===== src/rtl/afb_acc_reg_master.sv =====
// afb_acc_reg_master
// AFB initiator for the accelerator register interface. A local register
// read/write command becomes one AFB_ACCELERATOR_REQUEST pipe write; the
// matching AFB_ACCELERATOR_RESPONSE pipe read is returned to the host.
// Only one transaction is ever outstanding. A timeout on the request or
// response leg aborts the transaction and locks the block (afb_hung) until
// reset, so a dead accelerator cannot stall the host.
//
// Handshakes: every channel transfers on a cycle where its valid-side signal
// (cmd_valid, rsp_valid, write_req, ack of read pipe) and its ready-side signal
// (cmd_ready, rsp_ready, write_ack, read_req) are both high; a valid-side
// signal, once raised, holds its payload stable until that transfer.
module afb_acc_reg_master #(
    parameter int TIMEOUT_CYCLES = 1024,
    parameter int TO_W           = 16
) (
    input  logic        clk,
    input  logic        reset,
    input  logic        cmd_valid,
    output logic        cmd_ready,
    input  logic        cmd_read,
    input  logic [4:0]  cmd_reg_idx,
    input  logic [3:0]  cmd_byte_mask,
    input  logic [31:0] cmd_wdata,
    output logic        rsp_valid,
    input  logic        rsp_ready,
    output logic [31:0] rsp_data,
    output logic        rsp_error,
    output logic        rsp_timeout,
    output logic        afb_hung,
    output logic        AFB_ACCELERATOR_REQUEST_pipe_write_req,
    input  logic        AFB_ACCELERATOR_REQUEST_pipe_write_ack,
    output logic [73:0] AFB_ACCELERATOR_REQUEST_pipe_write_data,
    output logic        AFB_ACCELERATOR_RESPONSE_pipe_read_req,
    input  logic        AFB_ACCELERATOR_RESPONSE_pipe_read_ack,
    input  logic [32:0] AFB_ACCELERATOR_RESPONSE_pipe_read_data,
    output logic [2:0]  dbg_state
);

    typedef enum logic [2:0] {
        S_IDLE     = 3'd0,
        S_SEND     = 3'd1,
        S_WAIT_RSP = 3'd2,
        S_DELIVER  = 3'd3,
        S_ABORT    = 3'd4,
        S_HUNG     = 3'd5
    } state_t;

    // A zero timeout means the accelerator is trusted to answer eventually.
    localparam bit            TO_EN   = (TIMEOUT_CYCLES != 0);
    localparam logic [TO_W-1:0] TO_LAST = TO_W'(TIMEOUT_CYCLES - 1);

    state_t          state_q;
    state_t          state_d;
    logic [TO_W-1:0] to_cnt_q;
    logic            to_expired;
    logic            cmd_xfer;
    logic            wr_ack;
    logic            rd_ack;
    logic            enter_abort;
    logic [35:0]     cmd_addr;
    logic [73:0]     cmd_word;
    logic [73:0]     req_word_q;
    logic [31:0]     rsp_data_q;
    logic            rsp_error_q;
    logic            rsp_timeout_q;
    logic            hung_q;

    assign cmd_xfer    = cmd_valid & cmd_ready;
    assign wr_ack      = AFB_ACCELERATOR_REQUEST_pipe_write_ack;
    assign rd_ack      = AFB_ACCELERATOR_RESPONSE_pipe_read_ack;
    assign to_expired  = TO_EN && (to_cnt_q == TO_LAST);
    assign enter_abort = (state_d == S_ABORT) && (state_q != S_ABORT);

    // Register index is word-aligned into the 36-bit AFB address.
    assign cmd_addr = {29'd0, cmd_reg_idx, 2'b00};
    assign cmd_word = {1'b0, cmd_read, (cmd_read ? 4'h0 : cmd_byte_mask),
                       cmd_addr, (cmd_read ? 32'h0 : cmd_wdata)};

    // State register.
    always_ff @(posedge clk) begin
        if (reset) state_q <= S_IDLE;
        else       state_q <= state_d;
    end

    // Next-state decode; an ack on the last allowed cycle takes the normal path.
    always_comb begin
        state_d = state_q;
        case (state_q)
            S_IDLE:     if (cmd_xfer) state_d = S_SEND;
            S_SEND: begin
                if (wr_ack)          state_d = S_WAIT_RSP;
                else if (to_expired) state_d = S_ABORT;
            end
            S_WAIT_RSP: begin
                if (rd_ack)          state_d = S_DELIVER;
                else if (to_expired) state_d = S_ABORT;
            end
            S_DELIVER:  if (rsp_ready) state_d = S_IDLE;
            S_ABORT:    if (rsp_ready) state_d = S_HUNG;
            S_HUNG:     state_d = S_HUNG;
            default:    state_d = S_IDLE;
        endcase
    end

    // Timeout counter: cycles spent in the current SEND or WAIT_RSP visit.
    always_ff @(posedge clk) begin
        if (reset)                                         to_cnt_q <= '0;
        else if (state_d != state_q)                       to_cnt_q <= '0;
        else if (state_q == S_SEND || state_q == S_WAIT_RSP) to_cnt_q <= to_cnt_q + TO_W'(1);
    end

    // Request word captured at command accept, held until the next accept.
    always_ff @(posedge clk) begin
        if (reset)         req_word_q <= '0;
        else if (cmd_xfer) req_word_q <= cmd_word;
    end

    // Response fields: loaded from the accelerator or forced by an abort.
    always_ff @(posedge clk) begin
        if (reset) begin
            rsp_data_q    <= '0;
            rsp_error_q   <= 1'b0;
            rsp_timeout_q <= 1'b0;
            hung_q        <= 1'b0;
        end else if (state_q == S_WAIT_RSP && rd_ack) begin
            rsp_data_q    <= req_word_q[72] ? AFB_ACCELERATOR_RESPONSE_pipe_read_data[31:0] : 32'h0;
            rsp_error_q   <= AFB_ACCELERATOR_RESPONSE_pipe_read_data[32];
            rsp_timeout_q <= 1'b0;
        end else if (enter_abort) begin
            rsp_data_q    <= '0;
            rsp_error_q   <= 1'b1;
            rsp_timeout_q <= 1'b1;
            hung_q        <= 1'b1;
        end
    end

    // Handshake outputs decode from state; cmd_ready is also held low in reset.
    assign cmd_ready = (state_q == S_IDLE) && !reset;
    assign rsp_valid = (state_q == S_DELIVER) || (state_q == S_ABORT);
    assign AFB_ACCELERATOR_REQUEST_pipe_write_req  = (state_q == S_SEND);
    assign AFB_ACCELERATOR_RESPONSE_pipe_read_req  = (state_q == S_WAIT_RSP);
    assign AFB_ACCELERATOR_REQUEST_pipe_write_data = req_word_q;
    assign rsp_data    = rsp_data_q;
    assign rsp_error   = rsp_error_q;
    assign rsp_timeout = rsp_timeout_q;
    assign afb_hung    = hung_q;
    assign dbg_state   = state_q;

endmodule

===== config.mk =====
export PLATFORM = sky130hd
export DESIGN_NAME = afb_acc_reg_master
export DESIGN_NICKNAME = d
export VERILOG_FILES = /design/src/rtl/afb_acc_reg_master.sv
export SDC_FILE = /design/constraint.sdc
export NUM_CORES = 1
export LEC_CHECK = 0
export BUFFER_PORTS_ARGS = -buffer_cell sky130_fd_sc_hd__buf_2
export CAP_MARGIN = 40
export CORE_MARGIN = 5
export CORE_UTILIZATION = 50
export DETAILED_ROUTE_END_ITERATION = 8
export PLACE_DENSITY = 0.83
export SLEW_MARGIN = 5
export SYNTH_ARGS = -nofsm -noshare
export SYNTH_HDL_FRONTEND = slang
export SYNTH_SLANG_ARGS = --single-unit

===== constraint.sdc =====
create_clock -name clk -period 4.9 [get_ports clk]
set_clock_uncertainty 0.15 [all_clocks]
set_input_delay 0.98 -clock clk [delete_from_list [all_inputs] [get_ports clk]]
set_output_delay 0.98 -clock clk [all_outputs]
set_load 0.05 [all_outputs]

Yosys cells after proc, flatten, opt, wreduce, memory -nomap -nowiden
Index checks and enable logic that the tools add are counted.

word-level totals
  bits in registers = 96
  bits of input ports = 81
  word-level logic and storage cells = 44

cells by class
  add/sub/neg operators = 1
  equality and inequality tests = 9
  muxes and demuxes = 14
  bitwise operators = 2
  reductions and logical operators = 11

operators by type and width
  kind                   count
  $mux 32                4
  $mux 3                 6
  $pmux 3 s6             1
  $add 16x1->16 const B  1
  $eq 16x10->1 const B   1
  $eq 3x3->1 const B     3
  $eq 3x2->1 const B     2
  $mux 4                 1
  $reduce_or 2->1        2
  $eq 3x1->1 const B     1
  $logic_and 1x1->1      3
  $logic_not 3->1        1
  $ne 3x3->1             1
  $ne 3x3->1 const B     1
  $logic_or 1x1->1       2
  $mux 1                 2
  $reduce_and 2->1       1
  $reduce_bool 2->1      1
  $and 1x1->1            1
  $logic_not 1->1        1
  $not 1->1              1

Longest topological paths before layout
  word-level depth = 9
  mapped depth = 8
  mapped depth without buffers = 6

Worst setup path before layout
OpenSTA, ideal clock, no wires.

  path kind = register to output
  from = register state_q[1], in the netlist dbg_state[1]
  to = output AFB_ACCELERATOR_RESPONSE_pipe_read_req
  arrival = 2.130 ns
  data required time = 3.770 ns
  path slack = 1.640 ns
  cell stages (with the launch flop) = 3
  path through = dfxtp_1 inv_1 nor3_1

on the way
  cells in the longest elaborated chain, start to end = 1

RTL lines
  what                      line  text
  start: declaration        53    state_t state_q;
  start signal: assignment  83    else state_q <= state_d;
  $eq 3x2->1                142   assign AFB_ACCELERATOR_RESPONSE_pipe_read_req = (state_q == S_WAIT_RSP);
  end: declaration          34    output logic AFB_ACCELERATOR_RESPONSE_pipe_read_req,

No other way between the ends.

Worst setup path after layout
Ends and elaborated chain as after synthesis.

==> metrics.yaml <==
rr_endpoint: "AFB_ACCELERATOR_REQUEST_pipe_write_data[1]"
worst-path-buf-inv: 2
htree_levels: 3
critical-path-top-delay-family: "flip-flops"
synthesis.area_sq_um: 4173
path_depth: 3
hold_viol_final: 0
num_vias: 3743
wl_met3_um: 1230
dpl.hpwl_um: 7522
yosysWarnings: 0
worstSetupEndpointType: "primary output"
cp.arrival_ns: 1.99
reg2reg_setup_slack_ns: 2.29
postCtsSetupRepairBufs: 0
worstHoldEndpoint: "rsp_error"
clock-sinks: 96
slew_violations: 0
start_kind: "flop"
start_util_pct: 51.04
maxCapViolations: 0
drc: 0
final_cell_mix: "164 x buf_2, 96 x dfxtp_1, 85 x nor2_1"
clock.fmax_ghz: 0.3209
clock_latency_ns: 0.35
setup-tns-final_ns: 0
clk_pin_slew_ns: 0.10
synth_cells: 469
rsz0062_at_grt: "false"
finalSetupViolCount: 0
antenna_left: 0
numCtsBuffers: 9
cts_tree: "yes"
crit_path_max_fanout: 15
hp-class: "flop to flop"
path_cells: "inv_1 > nor3_1 > buf_2"
hold_depth: 2
final.period_utilization_pct: 63.60
async_reset_ff_share_pct: 0
dieArea_sq_um: 10270
slew_headroom_pct: 39.91
p_leak_uw: 0.002307
met2WireLength_um: 4850
tightest_slew_ns: 0.8981
drtIter0Drc: 102
cts_hold_repair.buffers: 0
synthFlopType: "dfxtp_1"
synth_cell_types: 42
slowest_stage: "dfxtp_1"
antenna_found_initial: 0
drtPass1Iterations: 5
regToRegStartpoint: "dbg_state[2]"
grt_overflow: 0
synth_area_leader_cell: "dfxtp_1"
slowest_delay_ns: 0.64
wirelength_um: 10240
max-vdd-ir-drop_mv: 0.2251
grt_max_degree: 56
place_ws_ns: 1.661
avgSynthCellArea_sq_um: 8.897
area_growth_pct: 21.50
final_common_cell: "buf_2"
grt.total_usage_pct: 19.70
core-area_sq_um: 8175
reg2reg_depth: 6
ys_top_cells_by_area: "dfxtp_1 46%, nor2_1 7.6%, nor3b_1 6.5%"
grt_pass1_vias: 3586
post_cts_resized: 0
highest-signal-layer: "met4"
io_pins: 197
critPathKind: "flop to primary output"
worstHoldStart: "rsp_error"
clk_root_buffer_cell: "clkbuf_8"
yosysSeqAreaShare_pct: 46.06
fin_area_sq_um: 5070
drt-met1-wl_um: 4023
rows: 33
port_buffers: 164
vias_per_cell: 5.170
yosysTopAreaCellShare_pct: 46.06
die_h_um: 101.4
outcome: "finished clean"
diodes: 0
drive_above_1_share_pct: 33.12
die_w_um: 101.4
grt_pass1_wl_um: 16480
clockBufferDepth: 2
nets: 696
layout_min_cycle_time_ns: 3.117
fin_ws_ns: 1.783
worstPathRequired_ns: 3.77
synth-edff-count: 0
p_per_area_nw_per_um2: 312.4
gp_congestion: 0.8530
ys_ff_latch: 96
wl_per_cell_um: 14.14
placed_area_sq_um: 4883
fillers: 726
[stage by stage]
step | std cells | utilization (%) | hold WS (ns) | total power [uW]
floorplan | 500 | - | 0.3625 | 1070
global placement | 706 | 59.41 | 0.2947 | 1107
detailed placement | 708 | 59.73 | 0.3019 | 1117
CTS | 724 | 62.01 | 0.3170 | 1602
global route | 724 | 62.01 | 0.3606 | 1661
finish | 724 | 62.01 | 0.3143 | 1584
[cell usage after synthesis (2+ instances only)]
cell type  count
buf_4         34
and3_1         3
nand4_1        8
nor3b_1       36
buf_6          4
nand2_1       11
nand3_1        5
dfxtp_1       96
a21oi_1       45
xor2_1        10
nor2b_1        3
o21bai_1       2
inv_1          6
a22oi_1       32
nor4_1         2
xnor2_1        6
nor3_1        13
clkbuf_1      20
nor2_1        85
a211oi_2       2
buf_2          6
buf_1          3
o21ai_0        4
mux2i_1        7
nor3_2         9
[sequential cells by signal, summed over array words and instances, names as in the netlist]
register	flops
AFB_ACCELERATOR_REQUEST_pipe_write_data	42
afb_hung	1
dbg_state	3
rsp_data	32
rsp_error	1
rsp_timeout	1
to_cnt_q	16
[worst max-delay path by stage]
stage,endpoint,slack (ns),from
detailed placement,AFB_ACCELERATOR_REQUEST_pipe_write_data[34],1.66,reset
finish,AFB_ACCELERATOR_RESPONSE_pipe_read_req,1.78,dbg_state[1]
CTS,AFB_ACCELERATOR_RESPONSE_pipe_read_req,1.76,dbg_state[1]
global placement,AFB_ACCELERATOR_REQUEST_pipe_write_data[0],1.75,reset
global route,AFB_ACCELERATOR_RESPONSE_pipe_read_req,1.60,dbg_state[1]
floorplan,AFB_ACCELERATOR_RESPONSE_pipe_read_req,1.64,dbg_state[1]
[worst register-to-register path, stage by stage, from the launching register on]
cell	delay [ns]
dfxtp_1	0.78
nor4_2	0.13
nand2_2	0.69
buf_4	0.43
nor3b_1	0.10
a21oi_1	0.15
nor2_1	0.05
[metal layers]
layer / vias to the layer above / GRT usage (%)
met5: - / 0
met3: 14 / 8.678
li1: 1842 / -
met2: 178 / 32.19
met4: 0 / 6.953
met1: 1709 / 23.00
[power breakdown]
| part | leakage, uW | switching (uW) | internal, uW |
|---|---|---|---|
| clock network | 0.0000894 | 291 | 193 |
| logic | 0.00144 | 212 | 74.7 |
| registers | 0.000776 | 15.4 | 797 |
[layout make-up]
cell class | instances | area [sq um] | share of cell area [%]
Clock inverter | 7 | 62.56 | 1.234
Clock buffer | 9 | 123.9 | 2.443
Tap cell | 105 | 131.4 | 2.591
Timing Repair Buffer | 170 | 877.1 | 17.30
Sequential cell | 96 | 1922 | 37.91
Multi-Input combinational cell | 331 | 1931 | 38.08
Inverter | 6 | 22.52 | 0.4442
[cell families after synthesis]
| kind of cell | synth area share [%] |
|---|---|
| compound gates | 13.67 |
| xor+xnor | 3.358 |
| fa+ha+maj | 0.2998 |
| buf+inv | 10.52 |
| flops | 46.06 |
| mux | 1.679 |
| other cells | 0.08987 |
| simple gates | 24.32 |
Note: power is estimated with default switching activity, not from simulation.
